## src/rtl/eth_pkg.sv

```systemverilog
// Shared definitions for the egress path: packet field layout inside a FIFO
// entry, the transmit FSM state type, and the addresses carried over from
// the old defines header.
package eth_pkg;

  localparam int DATA_WIDTH = 32;
  localparam int PKT_WIDTH  = 4 * DATA_WIDTH + 2;

  // FIFO entry layout: {eop, crc, src, data, dest, sop}
  localparam int SOP_BIT  = 0;
  localparam int DEST_LSB = 1;
  localparam int DATA_LSB = 33;
  localparam int SRC_LSB  = 65;
  localparam int CRC_LSB  = 97;
  localparam int EOP_BIT  = 129;

  // Fixed CRC pattern a well-formed packet must carry
  localparam logic [DATA_WIDTH-1:0] CRC_DATA = 32'hC704_DD7B;

  // Port MAC-side and IP-side addresses
  localparam logic [DATA_WIDTH-1:0] PORT_A_ADDR    = 32'h0000_ABCD;
  localparam logic [DATA_WIDTH-1:0] PORT_B_ADDR    = 32'h0000_BCDE;
  localparam logic [DATA_WIDTH-1:0] PORT_C_ADDR    = 32'h0000_CDEF;
  localparam logic [DATA_WIDTH-1:0] PORT_D_ADDR    = 32'h0000_DEF0;
  localparam logic [DATA_WIDTH-1:0] IP_PORT_A_ADDR = 32'hC0A8_0001;
  localparam logic [DATA_WIDTH-1:0] IP_PORT_B_ADDR = 32'hC0A8_0002;
  localparam logic [DATA_WIDTH-1:0] IP_PORT_C_ADDR = 32'hC0A8_0003;
  localparam logic [DATA_WIDTH-1:0] IP_PORT_D_ADDR = 32'hC0A8_0004;

  typedef enum logic [2:0] {
    IDLE    = 3'd0,
    FETCH   = 3'd1,
    CHECK   = 3'd2,
    TX_DEST = 3'd3,
    TX_SRC  = 3'd4,
    TX_DATA = 3'd5,
    TX_CRC  = 3'd6
  } tx_state_t;

  // Extract one DATA_WIDTH field from a packed FIFO entry
  function automatic logic [DATA_WIDTH-1:0] pkt_field(
    input logic [PKT_WIDTH-1:0] pkt,
    input int                   lsb
  );
    return pkt[lsb +: DATA_WIDTH];
  endfunction

endpackage

```

## src/rtl/eth_tx_fsm_sat_cnt.sv

```systemverilog
// Saturating up-counter with synchronous clear; holds at all-ones
// instead of wrapping.
module eth_sat_cnt #(
  parameter int W = 16
) (
  input  logic         clk,
  input  logic         rst,
  input  logic         clr_i,
  input  logic         inc_i,
  output logic [W-1:0] cnt_o
);

  logic [W-1:0] cnt_q;
  logic [W-1:0] cnt_d;

  // Next count: clear wins, increment only below all-ones
  always_comb begin
    cnt_d = cnt_q;
    if (clr_i) begin
      cnt_d = '0;
    end else if (inc_i && (cnt_q != {W{1'b1}})) begin
      cnt_d = cnt_q + {{(W-1){1'b0}}, 1'b1};
    end
  end

  // Count register
  always_ff @(posedge clk or posedge rst) begin
    if (rst) begin
      cnt_q <= '0;
    end else begin
      cnt_q <= cnt_d;
    end
  end

  assign cnt_o = cnt_q;

endmodule

```

## src/rtl/eth_tx_fsm.sv

```systemverilog
// Egress stage: pops one packed packet from the FIFO, validates framing and
// CRC, then serialises dest/src/data/crc onto the egress port.
//
// Egress handshake: a word transfers on a clock edge where outvalid and
// out_ready are both high. outvalid never depends on out_ready, and while
// outvalid is high without out_ready, outdata/outsop/outeop stay frozen.
module eth_tx_fsm
  import eth_pkg::*;
#(
  parameter int CNT_WIDTH = 16
) (
  input  logic                  clk,
  input  logic                  rst,
  input  logic                  fifo_empty,
  output logic                  fifo_rd_en,
  input  logic [PKT_WIDTH-1:0]  fifo_rd_data,
  output logic [DATA_WIDTH-1:0] outdata,
  output logic                  outvalid,
  output logic                  outsop,
  output logic                  outeop,
  input  logic                  out_ready,
  output logic [CNT_WIDTH-1:0]  tx_pkt_cnt,
  output logic [CNT_WIDTH-1:0]  drop_cnt,
  output tx_state_t             dbg_state
);

  tx_state_t             state_q, state_d;
  logic [PKT_WIDTH-1:0]  pkt_q, pkt_d;
  logic [DATA_WIDTH-1:0] outdata_q, outdata_d;
  logic                  outvalid_q, outvalid_d;
  logic                  outsop_q, outsop_d;
  logic                  outeop_q, outeop_d;
  logic                  tx_inc;
  logic                  drop_inc;
  logic                  pkt_ok;

  assign pkt_ok = pkt_q[SOP_BIT] && pkt_q[EOP_BIT] &&
                  (pkt_field(pkt_q, CRC_LSB) == CRC_DATA);

  // Next-state and output decode; the FIFO pop is only ever raised in IDLE
  always_comb begin
    state_d    = state_q;
    pkt_d      = pkt_q;
    outdata_d  = outdata_q;
    outvalid_d = outvalid_q;
    outsop_d   = outsop_q;
    outeop_d   = outeop_q;
    fifo_rd_en = 1'b0;
    tx_inc     = 1'b0;
    drop_inc   = 1'b0;
    case (state_q)
      IDLE: begin
        if (!fifo_empty && !rst) begin
          fifo_rd_en = 1'b1;
          state_d    = FETCH;
        end
      end
      FETCH: begin
        pkt_d   = fifo_rd_data;
        state_d = CHECK;
      end
      CHECK: begin
        if (pkt_ok) begin
          outdata_d  = pkt_field(pkt_q, DEST_LSB);
          outvalid_d = 1'b1;
          outsop_d   = 1'b1;
          state_d    = TX_DEST;
        end else begin
          drop_inc = 1'b1;
          state_d  = IDLE;
        end
      end
      TX_DEST: begin
        if (out_ready) begin
          outdata_d = pkt_field(pkt_q, SRC_LSB);
          outsop_d  = 1'b0;
          state_d   = TX_SRC;
        end
      end
      TX_SRC: begin
        if (out_ready) begin
          outdata_d = pkt_field(pkt_q, DATA_LSB);
          state_d   = TX_DATA;
        end
      end
      TX_DATA: begin
        if (out_ready) begin
          outdata_d = pkt_field(pkt_q, CRC_LSB);
          outeop_d  = 1'b1;
          state_d   = TX_CRC;
        end
      end
      TX_CRC: begin
        if (out_ready) begin
          outvalid_d = 1'b0;
          outeop_d   = 1'b0;
          tx_inc     = 1'b1;
          state_d    = IDLE;
        end
      end
      default: state_d = IDLE;
    endcase
  end

  // State, packet and egress registers
  always_ff @(posedge clk or posedge rst) begin
    if (rst) begin
      state_q    <= IDLE;
      pkt_q      <= '0;
      outdata_q  <= '0;
      outvalid_q <= 1'b0;
      outsop_q   <= 1'b0;
      outeop_q   <= 1'b0;
    end else begin
      state_q    <= state_d;
      pkt_q      <= pkt_d;
      outdata_q  <= outdata_d;
      outvalid_q <= outvalid_d;
      outsop_q   <= outsop_d;
      outeop_q   <= outeop_d;
    end
  end

  eth_sat_cnt #(.W(CNT_WIDTH)) u_tx_cnt (
    .clk   (clk),
    .rst   (rst),
    .clr_i (1'b0),
    .inc_i (tx_inc),
    .cnt_o (tx_pkt_cnt)
  );

  eth_sat_cnt #(.W(CNT_WIDTH)) u_drop_cnt (
    .clk   (clk),
    .rst   (rst),
    .clr_i (1'b0),
    .inc_i (drop_inc),
    .cnt_o (drop_cnt)
  );

  assign outdata   = outdata_q;
  assign outvalid  = outvalid_q;
  assign outsop    = outsop_q;
  assign outeop    = outeop_q;
  assign dbg_state = state_q;

endmodule
```

## config.mk

```make
export PLATFORM = sky130hd
export DESIGN_NAME = eth_tx_fsm
export DESIGN_NICKNAME = d
export VERILOG_FILES = /design/src/rtl/eth_pkg.sv /design/src/rtl/eth_tx_fsm_sat_cnt.sv /design/src/rtl/eth_tx_fsm.sv
export SDC_FILE = /design/constraint.sdc
export NUM_CORES = 1
export LEC_CHECK = 0
export ABC_AREA = 1
export ABC_CLOCK_PERIOD_IN_PS = 7600
export CORE_MARGIN = 2
export CORE_UTILIZATION = 35
export CTS_BUF_LIST = sky130_fd_sc_hd__clkbuf_2
export DETAILED_ROUTE_END_ITERATION = 6
export GPL_ROUTABILITY_DRIVEN = 0
export HOLD_SLACK_MARGIN = 0.02
export SKIP_CTS_REPAIR_TIMING = 1
export SYNTH_ARGS = -nofsm -noshare
export SYNTH_HDL_FRONTEND = slang
export SYNTH_SLANG_ARGS = --single-unit
```

## constraint.sdc

```tcl
create_clock -name clk -period 7.6 [get_ports clk]
set_input_delay 1.9 -clock clk [delete_from_list [all_inputs] [get_ports clk]]
set_output_delay 1.9 -clock clk [all_outputs]
set_load 0.01 [all_outputs]
```

==> results.ini <==
[run_status]
status=finished, final reports clean

[final_layout]
fin_util_pct=44.7
area_growth_pct=25.7
drive_above_1_share_pct=14.8
final_nets=1323
final_area_sq_um=12100

[die]
io_pins=205
coreArea_sq_um=27000
initial_core_util_pct=35.6
die_y_microns=170
die_area_sq_um=28800
rows=60
die_x_microns=170

[placed_design]
numPortBuffers=204
placed_area_sq_um=11800
hpwl_mm=17.4

[yosys]
ys_seq_elements=200
synth_top_cell_by_area=dfrtp_1
synthArstFlopShare_pct=100
syn_nets=1139
synth-edff-count=0
synth_area_per_cell_sq_um=9.57
ys_warn_count=0
synth_cell_types=30
synth_area_leaders=dfrtp_1 (52%), mux2_2 (13%), nand2_1 (13%)
syn_area_sq_um=9590
synth_top_area_share_pct=52.2
synthFlopType=dfrtp_1
ys_seq_area_share_pct=52.2
postSynthCellCount=1003

[setup_path]
worstPathRequired_ns=5.70
critPathMaxFanout=3
critPathKind=in -> out
startpoint_type=input port
crit_path_end_kind=primary output
critical_path_arrival_ns=3.21

[global_routing]
grt_max_degree=79
grt_pass1_wl_mm=40.1
gr-total-overflow=0
antenna_found_initial=5
grt_usage_pct=18.0
grt_pass1_vias=7362

[power]
leakage_nw=5.41
powerDensity_nw_per_um2=367
ir_worst_vdd_uv=218

[clock_network]
clk_latency_ns=0.78
cts_tree=built
cts_made_buffers=17
clock_path_buffers=2
clk_pin_slew_ns=0.34
clkSinkCount=200
cts_root_buffer=clkbuf_2
h-tree-depth=4

[detailed_routing]
post-route-drc-count=0
drt_wl_total_mm=25.3
ant_nets=0
wl_per_cell_microns=16.4
num_vias=7383
drt_iter0_markers=572
via_per_inst=4.78
drtPass1Iterations=5

[min_path]
hp-class=reg -> reg

[timing]
hold_viol_final=0
fin_worst_skew_ns=0.0755
setup_viol=0
slew-limit-headroom_pct=36.5
period_share_pct=67.2
fmax_mhz=196
tns_ns=0
final_max_slew_viol_count=0
worstMarginPinSlew_ns=0.952
period_needed_ns=5.11
grt_setup_unrepaired=no

[run]
max_cap_violations=0

==> worst max-delay path, cell delays in order <==
cell and delay [ns]:
clkdlybuf4s50_1 0.52, nor3_1 0.23, clkdlybuf4s50_1 0.56
==> Yosys cell counts (all sizes together), types with 2 or more instances <==
master,n
a21oi,23
buf,43
dfrtp,200
ha,2
inv,55
mux2,113
nand2,328
nand3,57
nand3b,29
nand4,25
nor2,71
nor3,10
o21ai,26
xnor2,8
xor2,8
==> path summary, 6_finish.rpt <==
kind	startpoint	endpoint	slack (ns)	cells after the start
hold / removal	outdata[29]	outdata[29]	0.52	2
setup / recovery	rst	fifo_rd_en	2.49	3
hold reg to reg	outdata[29]	outdata[29]	0.52	2
setup reg to reg	dbg_state[2]	pkt_q[89]	4.54	4
max in group asynchronous	rst	u_drop_cnt.cnt_o[0]	4.70	3
min in group asynchronous	rst	u_tx_cnt.cnt_o[11]	1.52	2
==> report_power, final <==
part	leakage [nW]	switching [W]	total [W]	internal (W)
clock network	0.160	0.000400	0.000569	0.000169
registers	2.41	0.000305	0.00185	0.00155
logic	2.84	0.00103	0.00200	0.000969
==> flip-flops by register name (all words and copies together), names as in the netlist <==
register / count
pkt_q: 130
outdata: 32
u_drop_cnt.cnt_o: 16
u_tx_cnt.cnt_o: 16
dbg_state: 3
outeop: 1
outsop: 1
outvalid: 1
==> kinds of logic (layout without fill, tap and decap cells) <==
kind of cell / count (synthesis) / after routing / synth area share (%)
multiplexers: 113 / 113 / 13.3
AO/OA/AOI/OAI: 50 / 50 / 2.71
other: 0 / 4 / 0
adder cells (fa/ha/maj): 2 / 2 / 0.261
XOR/XNOR: 16 / 16 / 1.46
flip-flops: 200 / 200 / 52.2
AND/OR/NAND/NOR: 522 / 522 / 24.5
buffers and inverters: 100 / 297 / 5.69
==> cells in the final DEF (no fill, tap or decap), types with 5 or more instances in the layout <==
master,synthesis,layout
buf_4,9,5
clkdlybuf4s50_1,0,204
mux2_2,113,113
nand2_1,321,320
a21oi_1,23,23
nand4_1,25,25
o21ai_0,22,22
nand3_1,52,52
nor2_1,66,66
xor2_1,8,8
nor3_1,10,10
nand3b_1,29,29
inv_1,49,48
xnor2_1,8,8
inv_8,0,5
inv_2,6,6
dfrtp_1,200,200
clkbuf_2,0,18
==> area by class of cell <==
cell class,count,area (sq um)
Inverter,56,218
Multi-Input combinational cell,703,4050
Sequential cell,200,5000
Antenna cell,4,10.0
Timing Repair Buffer,209,2080
Fill cell,2630,14900
Clock buffer,18,90.1
Tap cell,341,427
Clock inverter,14,178
==> through the flow <==
| stage | worst slack, ns | total power [W] | hold WS, ns | instances |
|---|---|---|---|---|
| floorplan | 0.246 | 0.00329 | 0.478 | 1003 |
| global placement | 2.49 | 0.00386 | 0.454 | 1509 |
| detailed placement | 2.49 | 0.00391 | 0.458 | 1509 |
| CTS | 2.48 | 0.00448 | 0.517 | 1541 |
| global route | 2.43 | 0.00479 | 0.545 | 1543 |
| finish | 2.49 | 0.00442 | 0.519 | 1545 |
==> per-layer routing <==
| layer | routed length (microns) | vias to the layer above | GRT usage (%) |
|---|---|---|---|
| met5 | 13 | - | 0 |
| met4 | 276 | 2 | 4.09 |
| met3 | 1820 | 22 | 5.43 |
| met2 | 11700 | 199 | 29.1 |
| met1 | 11500 | 3519 | 23.8 |
| li1 | - | 3641 | - |
Note: power is estimated with default switching activity, not from simulation.
